--- src/rtl/bcd2bin16.sv ---
// Sequential BCD-to-binary converter (reverse double dabble) for five BCD digits.
// Flags digits above 9 and results that do not fit in DATA_WIDTH bits.
module bcd2bin16 #(
   parameter int DATA_WIDTH = 16
) (
   input  logic                  CLK,
   input  logic                  RST,
   input  logic                  en,
   input  logic [3:0]            bcd0,
   input  logic [3:0]            bcd1,
   input  logic [3:0]            bcd2,
   input  logic [3:0]            bcd3,
   input  logic [3:0]            bcd4,
   output logic [DATA_WIDTH-1:0] bin,
   output logic                  ovf,
   output logic                  err,
   output logic                  busy,
   output logic                  fin
);

   typedef enum logic [1:0] {
      IDLE = 2'b00,
      BUSY = 2'b01,
      FIN  = 2'b10
   } state_t;

   state_t      state, state_next;
   logic [4:0]  bitcount;
   logic [19:0] digits;
   logic [19:0] acc;

   logic [19:0] sh_digits, corr_digits, sh_acc;
   logic        digit_err;
   logic        acc_hi;

   assign digit_err = (bcd0 > 4'd9) | (bcd1 > 4'd9) | (bcd2 > 4'd9) |
                      (bcd3 > 4'd9) | (bcd4 > 4'd9);

   // One reverse double-dabble step: shift {digits, acc} right, then fix every nibble >= 8.
   always_comb begin
      sh_digits   = {1'b0, digits[19:1]};
      sh_acc      = {digits[0], acc[19:1]};
      corr_digits = sh_digits;
      for (int i = 0; i < 5; i++) begin
         if (sh_digits[4*i+3])
            corr_digits[4*i +: 4] = sh_digits[4*i +: 4] - 4'd3;
      end
   end

   generate
      if (DATA_WIDTH < 20) begin : g_ovf
         assign acc_hi = |sh_acc[19:DATA_WIDTH];
      end else begin : g_no_ovf
         assign acc_hi = 1'b0;
      end
   endgenerate

   // NOTE: every output of a combinational block gets a default first so no latch is inferred.
   always_comb begin
      state_next = IDLE;
      case (state)
         IDLE:    state_next = en ? BUSY : IDLE;
         BUSY:    state_next = (bitcount == 5'd19) ? FIN : BUSY;
         FIN:     state_next = IDLE;
         default: state_next = IDLE;
      endcase
   end

   // NOTE: sequential state uses non-blocking assignments so all registers update from pre-edge values.
   always_ff @(posedge CLK or negedge RST) begin
      if (!RST) begin
         state    <= IDLE;
         bitcount <= '0;
         digits   <= '0;
         acc      <= '0;
         bin      <= '0;
         ovf      <= 1'b0;
         err      <= 1'b0;
      end else begin
         state <= state_next;
         case (state)
            IDLE: begin
               if (en) begin
                  digits   <= {bcd4, bcd3, bcd2, bcd1, bcd0};
                  acc      <= '0;
                  bitcount <= '0;
                  err      <= digit_err;
                  ovf      <= 1'b0;
               end
            end
            BUSY: begin
               digits   <= corr_digits;
               acc      <= sh_acc;
               bitcount <= bitcount + 5'd1;
               if (bitcount == 5'd19) begin
                  bin <= err ? '0 : sh_acc[DATA_WIDTH-1:0];
                  ovf <= err ? 1'b0 : acc_hi;
               end
            end
            default: ;
         endcase
      end
   end

   assign busy = (state != IDLE);
   assign fin  = (state == FIN);

endmodule

--- config.mk ---
export PLATFORM = sky130hd
export DESIGN_NAME = bcd2bin16
export DESIGN_NICKNAME = d
export VERILOG_FILES = /design/src/rtl/bcd2bin16.sv
export SDC_FILE = /design/constraint.sdc
export NUM_CORES = 1
export LEC_CHECK = 0
export ABC_AREA = 1
export CAP_MARGIN = 20
export CORE_MARGIN = 5
export CORE_UTILIZATION = 54
export CTS_CLUSTER_DIAMETER = 150
export DETAILED_ROUTE_END_ITERATION = 8
export PLACE_DENSITY_LB_ADDON = 0.15
export SLEW_MARGIN = 20
export SYNTH_ARGS = -nofsm -noshare
export SYNTH_HDL_FRONTEND = slang
export SYNTH_SLANG_ARGS = --single-unit
--- constraint.sdc ---
create_clock -name CLK -period 1.79 [get_ports CLK]
set_clock_uncertainty 0.1 [all_clocks]
set_input_delay 0.358 -clock CLK [delete_from_list [all_inputs] [get_ports CLK]]
set_output_delay 0.358 -clock CLK [all_outputs]
set_load 0.05 [all_outputs]
==> flow_summary.yaml <==
outcome:
  status: "completed"
setup_path:
  rr_startpoint: "bitcount[0]$_DFFE_PN0P_"
  crit_start: "state[1]$_DFF_PN0_"
  worst_setup_path_start_kind: "register"
  critical_path_peak_fanout: 3
  required_ns: 1.33
  critPathCaptureType: "output port"
  cp_data_arrival_time_ns: 1.18
  reg2reg_depth: 7
  worstSetupPathType: "reg -> out"
detailed_routing:
  wl_per_cell_um: 13.3
  detail_route.vias_per_cell: 5.18
  met3_wirelength_um: 379
  wl_met1_um: 2650
  detail_route.drc_violations: 0
  first_pass_iteration_count_of_the_detailed_router: 4
  ant_nets: 0
  wl_met2_um: 3050
  total_length_of_routed_wires_um: 6190
  routed_via_count: 2407
  first_iter_violations: 133
  highest_signal_layer: "met4"
clock_tree:
  clk_latency_ns: 0.34
  cts_htree_levels: 3
  max-clock-path-buffers: 2
  cts_tree: "done"
  number_of_cts_inserted_buffers: 9
  clk_pin_slew_worst_paths_ns: 0.07
  clockRootBuffer: "clkbuf_8"
  tritoncts_num_sinks: 64
worst_hold_path:
  hold_path_startpoint: "bin[10]$_DFFE_PN0P_"
  hold_path_class: "reg -> reg"
  hold-path-cell-count: 2
place:
  routability_congestion_estimate: 0.836
  post-dp-hpwl_um: 4410
  port_buffers: 42
  placed_cells: 448
  post-place-ws_ns: 0.0609
  detailed_place.area_um2: 3520
logic_synthesis:
  synth.area.top_cells: "dfrtp_1, nand2_1, o22ai_1"
  synth_enable_flop_cells: 0
  post-synth-top-count-cell: "nand2_1"
  postSynth.asyncResetShare_pct: 100
  synth_top_cells_by_count: "nand2_1, dfrtp_1, inv_1, nor2_1, o22ai_1"
  synth.largest_area_cell: "dfrtp_1"
  synth-seq-area-share_pct: 53.3
  ys_ff_latch: 64
  syn_inst: 334
  synthesis.area_per_instance_um2: 9.00
  synth_fp_nets: 362
  synth-warning-count: 0
  yosysTopAreaCellShare_pct: 53.3
  post_synth_num_cell_types: 27
  synth_flop_cell: "dfrtp_1"
  synthesis.area_um2: 3010
layout:
  n_fill_cell: 467
  area.sequential_um2: 1600
  syn2layout_area_growth_pct: 24.9
  layout-drive-gt1-share_pct: 18.8
  layout.nets: 416
  final_cells: 465
  diodes: 0
  final_cell_area_um2: 3750
  multi_input_combinational_cell_area_um2: 1150
global_route:
  globalRoute.totalOverflow: 0
  grt_max_degree: 65
  grt_first_pass_wirelength_um: 10900
  first_global_vias: 2335
  initial_antenna_violation_count: 0
  groute.usage.overall_pct: 19.0
sta:
  period_minus_slack_ns: 1.64
  worst_pin_slew_ns: 0.328
  totalNegativeSetupSlack_ns: 0
  final-setup-viol-count: 0
  finalWorstSetupSlack_ns: 0.153
  max_slew_margin_vs_limit_pct: 78.2
  rsz0062_at_grt: "no"
  achievable-frequency_mhz: 611
  timing_hold_violations_final: 0
  final.period_utilization_pct: 91.5
  timing.final.max_slew_violations: 0
floorplan:
  rows: 27
  die_height_um: 84.6
  floorplan.die_area_um2: 7160
  num_io_pins: 43
  initial_core_util_pct: 54.9
  design.core.area_um2: 5470
  die_width_um: 84.6
pwr:
  internal_power_mw: 4.22
  switching_pwr_mw: 3.16
  share_comb_of_total_power_pct: 46.2
  power_leakage_nw: 1.78
  power.share.switching_pct: 42.9
  share_clk_of_total_power_pct: 18.6
  power_density_nw_per_um2: 1970
  max-vdd-ir-drop_v: 0.00105
  finalPower_mw: 7.38
  pwr-share-seq_pct: 35.3
run:
  max-cap-violations: 0
## power by group through the flow
stage	logic (mW)	clock network [mW]	registers, mW
after floorplan	1.83	0	3.23
after global placement	3.33	0	2.59
after detailed placement	3.44	0	2.62
after CTS	3.45	1.39	2.61
after global routing	3.78	1.45	2.72
final	3.41	1.37	2.60
## timing repair
| action | CTS | global route |
|---|---|---|
| hold endpoints to repair | 64 | 0 |
| resized for setup | 0 | 0 |
| setup endpoints to repair | 0 | 0 |
| hold buffers | 1 | 0 |
| buffers inserted | 0 | 0 |
## sequential cells by signal, indices dropped and copies added (netlist names)
name and count:
acc 19, bitcount 5, err 1, digits 20
bin 16, state 2, ovf 1
## logic make-up (layout without fill, tap and decap cells)
group,Yosys count,count (layout),share of synthesized area [%]
AOI/OAI and AO/OA,80,80,17.1
xor gates and xnor gates,6,6,1.75
adders and majority gates,5,5,2.08
buffers and inverters,51,110,8.53
DFF,64,64,53.3
and+or+nand+nor,128,128,17.3
## layout make-up
cell class	count	area share, %
sequential	64	42.7
tap	72	2.40
clock inverter	6	2.20
multi-input combinational	219	30.6
clock buffer	10	3.67
timing repair buffer	57	14.8
inverter	37	3.70
## critical path, stage by stage, from the launching register on
cell and delay [ns]:
dfrtp_1 0.43, inv_2 0.07, nor2_1 0.17, buf_12 0.16
## final timing paths
path	endpoint	slack, ns
max in group asynchronous	bitcount[3]$_DFFE_PN0P_	0.87
worst max register to register	bin[14]$_DFFE_PN0P_	0.23
worst min register to register	bin[10]$_DFFE_PN0P_	0.38
worst min-delay path	bin[10]$_DFFE_PN0P_	0.38
worst max-delay path	fin	0.15
min in group asynchronous	acc[17]$_DFFE_PN0P_	0.47
## per-stage QoR
stage          util, %  hold WS (ns)
4_1_cts           68.6         0.388
3_3_place_gp      64.4         0.300
2_1_floorplan        -       -0.0376
3_5_place_dp      64.4         0.309
5_1_grt           68.6         0.412
6_report          68.6         0.384
## per-layer routing
| layer | vias up | global-route usage (%) |
|---|---|---|
| met5 | - | 0 |
| met4 | 0 | 8.78 |
| met3 | 9 | 3.34 |
| met2 | 69 | 31.8 |
| met1 | 1127 | 23.9 |
| li1 | 1202 | - |
## placed cells by master, fill, tap and decap left out, drive strengths merged
master         Yosys  layout
nor2              36      36
a22oi              1       1
clkdlybuf4s50      0      21
xor2               6       6
o22ai             25      25
clkinv             1       4
clkinvlp           0       1
clkbuf             1      10
nand2             82      82
nand3              9       9
dlygate4sd3        0       1
a21oi             10      10
nor3               1       1
bufinv             0       2
o221ai             1       1
o21bai             1       1
ha                 5       5
inv               36      36
dfrtp             64      64
o211ai             5       5
buf               13      35
o21ai             37      37
No activity file was read; power rests on OpenSTA's default activity.
==> variant 1 (same settings) <==
Add an input register stage for `en`, `bcd0`, `bcd1`, `bcd2`, `bcd3` and `bcd4`, without a reset; this delays them by one clock.
--- a/src/rtl/bcd2bin16.sv
+++ b/src/rtl/bcd2bin16.sv
@@ -24,6 +24,22 @@
       FIN  = 2'b10
    } state_t;
 
+   logic en_q;
+   logic [3:0] bcd0_q;
+   logic [3:0] bcd1_q;
+   logic [3:0] bcd2_q;
+   logic [3:0] bcd3_q;
+   logic [3:0] bcd4_q;
+
+   always_ff @(posedge CLK) begin
+      en_q   <= en;
+      bcd0_q <= bcd0;
+      bcd1_q <= bcd1;
+      bcd2_q <= bcd2;
+      bcd3_q <= bcd3;
+      bcd4_q <= bcd4;
+   end
+
    state_t      state, state_next;
    logic [4:0]  bitcount;
    logic [19:0] digits;
@@ -33,8 +49,8 @@
    logic        digit_err;
    logic        acc_hi;
 
-   assign digit_err = (bcd0 > 4'd9) | (bcd1 > 4'd9) | (bcd2 > 4'd9) |
-                      (bcd3 > 4'd9) | (bcd4 > 4'd9);
+   assign digit_err = (bcd0_q > 4'd9) | (bcd1_q > 4'd9) | (bcd2_q > 4'd9) |
+                      (bcd3_q > 4'd9) | (bcd4_q > 4'd9);
 
    // One reverse double-dabble step: shift {digits, acc} right, then fix every nibble >= 8.
    always_comb begin
@@ -59,7 +75,7 @@
    always_comb begin
       state_next = IDLE;
       case (state)
-         IDLE:    state_next = en ? BUSY : IDLE;
+         IDLE:    state_next = en_q ? BUSY : IDLE;
          BUSY:    state_next = (bitcount == 5'd19) ? FIN : BUSY;
          FIN:     state_next = IDLE;
          default: state_next = IDLE;
@@ -80,8 +96,8 @@
          state <= state_next;
          case (state)
             IDLE: begin
-               if (en) begin
-                  digits   <= {bcd4, bcd3, bcd2, bcd1, bcd0};
+               if (en_q) begin
+                  digits   <= {bcd4_q, bcd3_q, bcd2_q, bcd1_q, bcd0_q};
                   acc      <= '0;
                   bitcount <= '0;
                   err      <= digit_err;
Behaviour: not the same (Yosys sat finds a counterexample within 4 cycles, from zero or initial values and one cycle with RST low).
==> variant 1 against the original RTL <==
  * Worst setup slack got worse by 0.070 ns
  * Cell area is 12% higher
  * Synthesized area is 16% higher
  * Fmax decreased by 4.1%
  * Sequential cell count grew 21
  * Non-clock buffer count stayed put
  * Routed wire length increased by 15%
  * Total power decreased by 4.4%
  * Clock power rose by 11%
==> variant 1: results <==
export IMPL_async_flop_share_pct=75.3
export IMPL_drive_gt1_share_pct=19.1
export IMPL_vdd_drop_max_v=0.000826
export IMPL_fin_crit_ns=1.71
export IMPL_totalWireLength_um=7120
export IMPL_wl_met3_um=334
export IMPL_synth_nets=383
export IMPL_synth_cell_type_count=28
export IMPL_ys_top_cells_by_count="nand2_1 (70), dfrtp_1 (64), nor2_1 (37)"
export IMPL_hold_class="in2reg"
export IMPL_n_fill_cell=505
export IMPL_grt_pass1_wl_um=12200
export IMPL_grt_usage_pct=18.7
export IMPL_reg2regPathDepth=5
export IMPL_wl_met1_um=3330
export IMPL_grt_pass1_vias=2504
export IMPL_syn_inst=355
export IMPL_crit_end="busy"
export IMPL_drt_pass1_iterations=4
export IMPL_worstMarginPinSlew_ns=0.547
export IMPL_crit_path_start="state[0]$_DFF_PN0_"
export IMPL_p_sw_w=0.00263
export IMPL_cp_max_fo=9
export IMPL_outcome="complete, no violations"
export IMPL_wl_per_cell_um=14.5
export IMPL_dp_cells=474
export IMPL_clock_path_buffers=2
export IMPL_r2r_end="bin[7]$_DFFE_PN0P_"
export IMPL_place_ws_ns=0.118
export IMPL_cp_data_arrival_time_ns=1.25
export IMPL_place_gp_congestion=0.839
export IMPL_met2_length_um=3330
export IMPL_drt_initial_drc_count=92
export IMPL_grt_max_degree=30
export IMPL_yosysSeqAreaShare_pct=58.2
export IMPL_root_buffer="clkbuf_8"
export IMPL_min_path_cells=1
export IMPL_synth_area_leaders="dfrtp_1 (46%), dfxtp_1 (12%), nand2_1 (7.6%)"
export IMPL_h_tree_depth=3
export IMPL_fin_nets=437
export IMPL_p_leak_nw=2.04
-- variant 1: cell count changes after synthesis, sizes merged, moves of 5 or more --
cell | before | now
o211ai | 5 | 0
nand2 | 82 | 71
dfxtp | 0 | 21
o21ai | 37 | 27
o22ai | 25 | 18
nand3 | 9 | 29
-- variant 1: worst min path at each step --
stage	start	endpoint	slack, ns
floorplan	RST	acc[10]$_DFFE_PN0P_	-0.04
global placement	RST	digits[15]$_DFFE_PN0P_	0.27
detailed placement	RST	digits[15]$_DFFE_PN0P_	0.27
CTS	bcd0[3]	bcd0_q[3]$_DFF_P_	0.33
global route	bcd1[2]	bcd1_q[2]$_DFF_P_	0.32
finish	bcd0[3]	bcd0_q[3]$_DFF_P_	0.34
-- variant 1: routing by layer --
| metal | GRT usage [%] | vias to the layer above |
|---|---|---|
| met3 | 5.26 | 11 |
| li1 | - | 1267 |
| met1 | 25.1 | 1257 |
| met5 | 0 | - |
| met4 | 7.69 | 0 |
| met2 | 28.5 | 49 |
-- variant 1: per-stage QoR --
stage	instance area (um2)	utilization (%)
floorplan	3470	-
global placement	3980	63.1
detailed placement	3980	63.1
CTS	4220	66.8
global route	4220	66.9
finish	4220	66.9
-- variant 1: final cells by class --
type / count / area [um2] / area share [%]
clock buffers: 13 / 159 / 3.76
clock inverters: 3 / 67.6 / 1.60
inverters: 36 / 135 / 3.20
multi-input cells: 220 / 1220 / 29.0
flip-flops and latches: 85 / 2020 / 47.9
well taps: 77 / 96.3 / 2.28
repair buffers: 57 / 518 / 12.3
-- variant 1: cell families (layout without fill, tap and decap cells) --
| group | Yosys count | in the layout | share of synthesized area (%) |
|---|---|---|---|
| flip-flops | 85 | 85 | 58.2 |
| XOR/XNOR | 8 | 8 | 2.02 |
| AND/OR/NAND/NOR | 141 | 141 | 16.8 |
| AO/OA/AOI/OAI | 66 | 66 | 14.5 |
| adder cells (fa/ha/maj) | 5 | 5 | 1.80 |
| buffers and inverters | 50 | 109 | 6.70 |
-- variant 1: power groups by stage --
| stage | clock [W] | sequential, W | combinational, W |
|---|---|---|---|
| after floorplan | 0 | 0.00296 | 0.00190 |
| after global placement | 0 | 0.00292 | 0.00255 |
| after detailed placement | 0 | 0.00294 | 0.00261 |
| after CTS | 0.00155 | 0.00291 | 0.00264 |
| after global routing | 0.00163 | 0.00299 | 0.00297 |
| final | 0.00152 | 0.00292 | 0.00262 |
-- variant 1: repair_timing --
action                                  in CTS  in global routing
endpoints found under the hold margin       20                  0
endpoints found under the setup margin       1                 18
hold buffers                                 1                  0
resized for setup                            1                  1
-- variant 1: critical path, cell delays in order, from the launching register on --
cell and delay [ns]:
dfrtp_2 0.49, nor2_1 0.15, inv_1 0.10, buf_12 0.15
==> variant 2 (config.mk and constraints unchanged) <==
Made on the original files. Set the parameter `DATA_WIDTH` to 18 (it was 16).
--- a/src/rtl/bcd2bin16.sv
+++ b/src/rtl/bcd2bin16.sv
@@ -1,7 +1,7 @@
 // Sequential BCD-to-binary converter (reverse double dabble) for five BCD digits.
 // Flags digits above 9 and results that do not fit in DATA_WIDTH bits.
 module bcd2bin16 #(
-   parameter int DATA_WIDTH = 16
+   parameter int DATA_WIDTH = 18
 ) (
    input  logic                  CLK,
    input  logic                  RST,
Interface: changed (resized bin); port bits go from 43 to 45. No check against the original RTL was run, so the function may have changed too.
==> variant 2 against the original RTL <==
  * Die area decreased by 2.5%
  * Sequential cell count increased by 2
  * Synthesized area decreased by 2.8%
  * Sequential power decreased by 8.1%
  * Via count increased by 0.12%
  * Worst setup slack got worse by 0.011 ns
  * Count of clock-buffer cells in the layout unchanged
  * Non-clock buffer count decreased by 1
  * Routed wire length increased by 5.3%
  * Cell area decreased by 1.7%
  * Total power decreased by 22%
  * Final cell count increased by 0.43%
==> variant 2: results <==
export IMPL_outcome="complete, no violations"
export IMPL_syn_inst=338
export IMPL_yosys_area_share_adder_pct=2.14
export IMPL_synth_cell_type_count=23
export IMPL_n_fill_cell=391
export IMPL_multiInputGateArea_um2=1100
export IMPL_vias=2410
export IMPL_synth_compound_area_share_pct=13.5
export IMPL_clock_tree_area_fraction_pct=5.53
export IMPL_crit_path_start="state[0]$_DFF_PN0_"
export IMPL_cp_max_fo=5
export IMPL_flops_and_latches=66
export IMPL_worstMarginPinSlew_ns=0.391
export IMPL_hold_ws_ns=0.374
export IMPL_place_gp_congestion=0.787
export IMPL_p_leak_nw=1.86
export IMPL_area_growth_pct=26.3
export IMPL_p_sw_share_pct=39.0
export IMPL_multi_input_gates=233
export IMPL_holdPathEnd="acc[14]$_DFFE_PN0P_"
export IMPL_grt_pass1_vias=2454
export IMPL_min_from="acc[14]$_DFFE_PN0P_"
export IMPL_drt_initial_drc_count=112
export IMPL_post_drt_via_cell_ratio=5.16
export IMPL_synth_area_leaders="dfrtp_1 (57%), nand2_1 (16%), o21ai_0 (7.7%)"
export IMPL_combinationalPower_w=0.00209
export IMPL_grt_max_degree=67
export IMPL_placed_area_um2=3480
export IMPL_dp_cells=450
export IMPL_synth_nets=366
export IMPL_wl_per_cell_um=14.0
export IMPL_grt_usage_pct=20.7
export IMPL_grt_pass1_wl_um=11600
export IMPL_synthXorXnorAreaFrac_pct=1.20
export IMPL_powerSeq_w=0.00239
-- variant 2: cell count changes after synthesis, sizes merged, moves of 7 or more --
cell | unedited run | this run
o21ai | 37 | 47
nand2 | 82 | 122
nand3 | 9 | 16
inv | 36 | 26
o22ai | 25 | 1
nor2 | 36 | 15
-- variant 2: metrics by stage --
| step | power (W) | setup slack, ns |
|---|---|---|
| floorplan | 0.00383 | 0.257 |
| global placement | 0.00442 | 0.0953 |
| detailed placement | 0.00451 | 0.0582 |
| CTS | 0.00580 | 0.136 |
| global route | 0.00622 | 0.0659 |
| finish | 0.00574 | 0.142 |
-- variant 2: worst register-to-register path: stages (launching register included) --
cell     delay, ns
dfrtp_1       0.40
ha_1          0.21
nand2_1       0.07
nor3_2        0.18
nand2_1       0.13
buf_12        0.18
nand2_1       0.06
o21ai_0       0.09
-- variant 2: layer usage --
metal	routed length (um)	vias to the layer above	GRT usage [%]
met5	0	-	0
met3	342	12	4.24
met2	3080	59	31.9
met1	2970	1140	28.2
met4	121	0	9.50
li1	-	1199	-
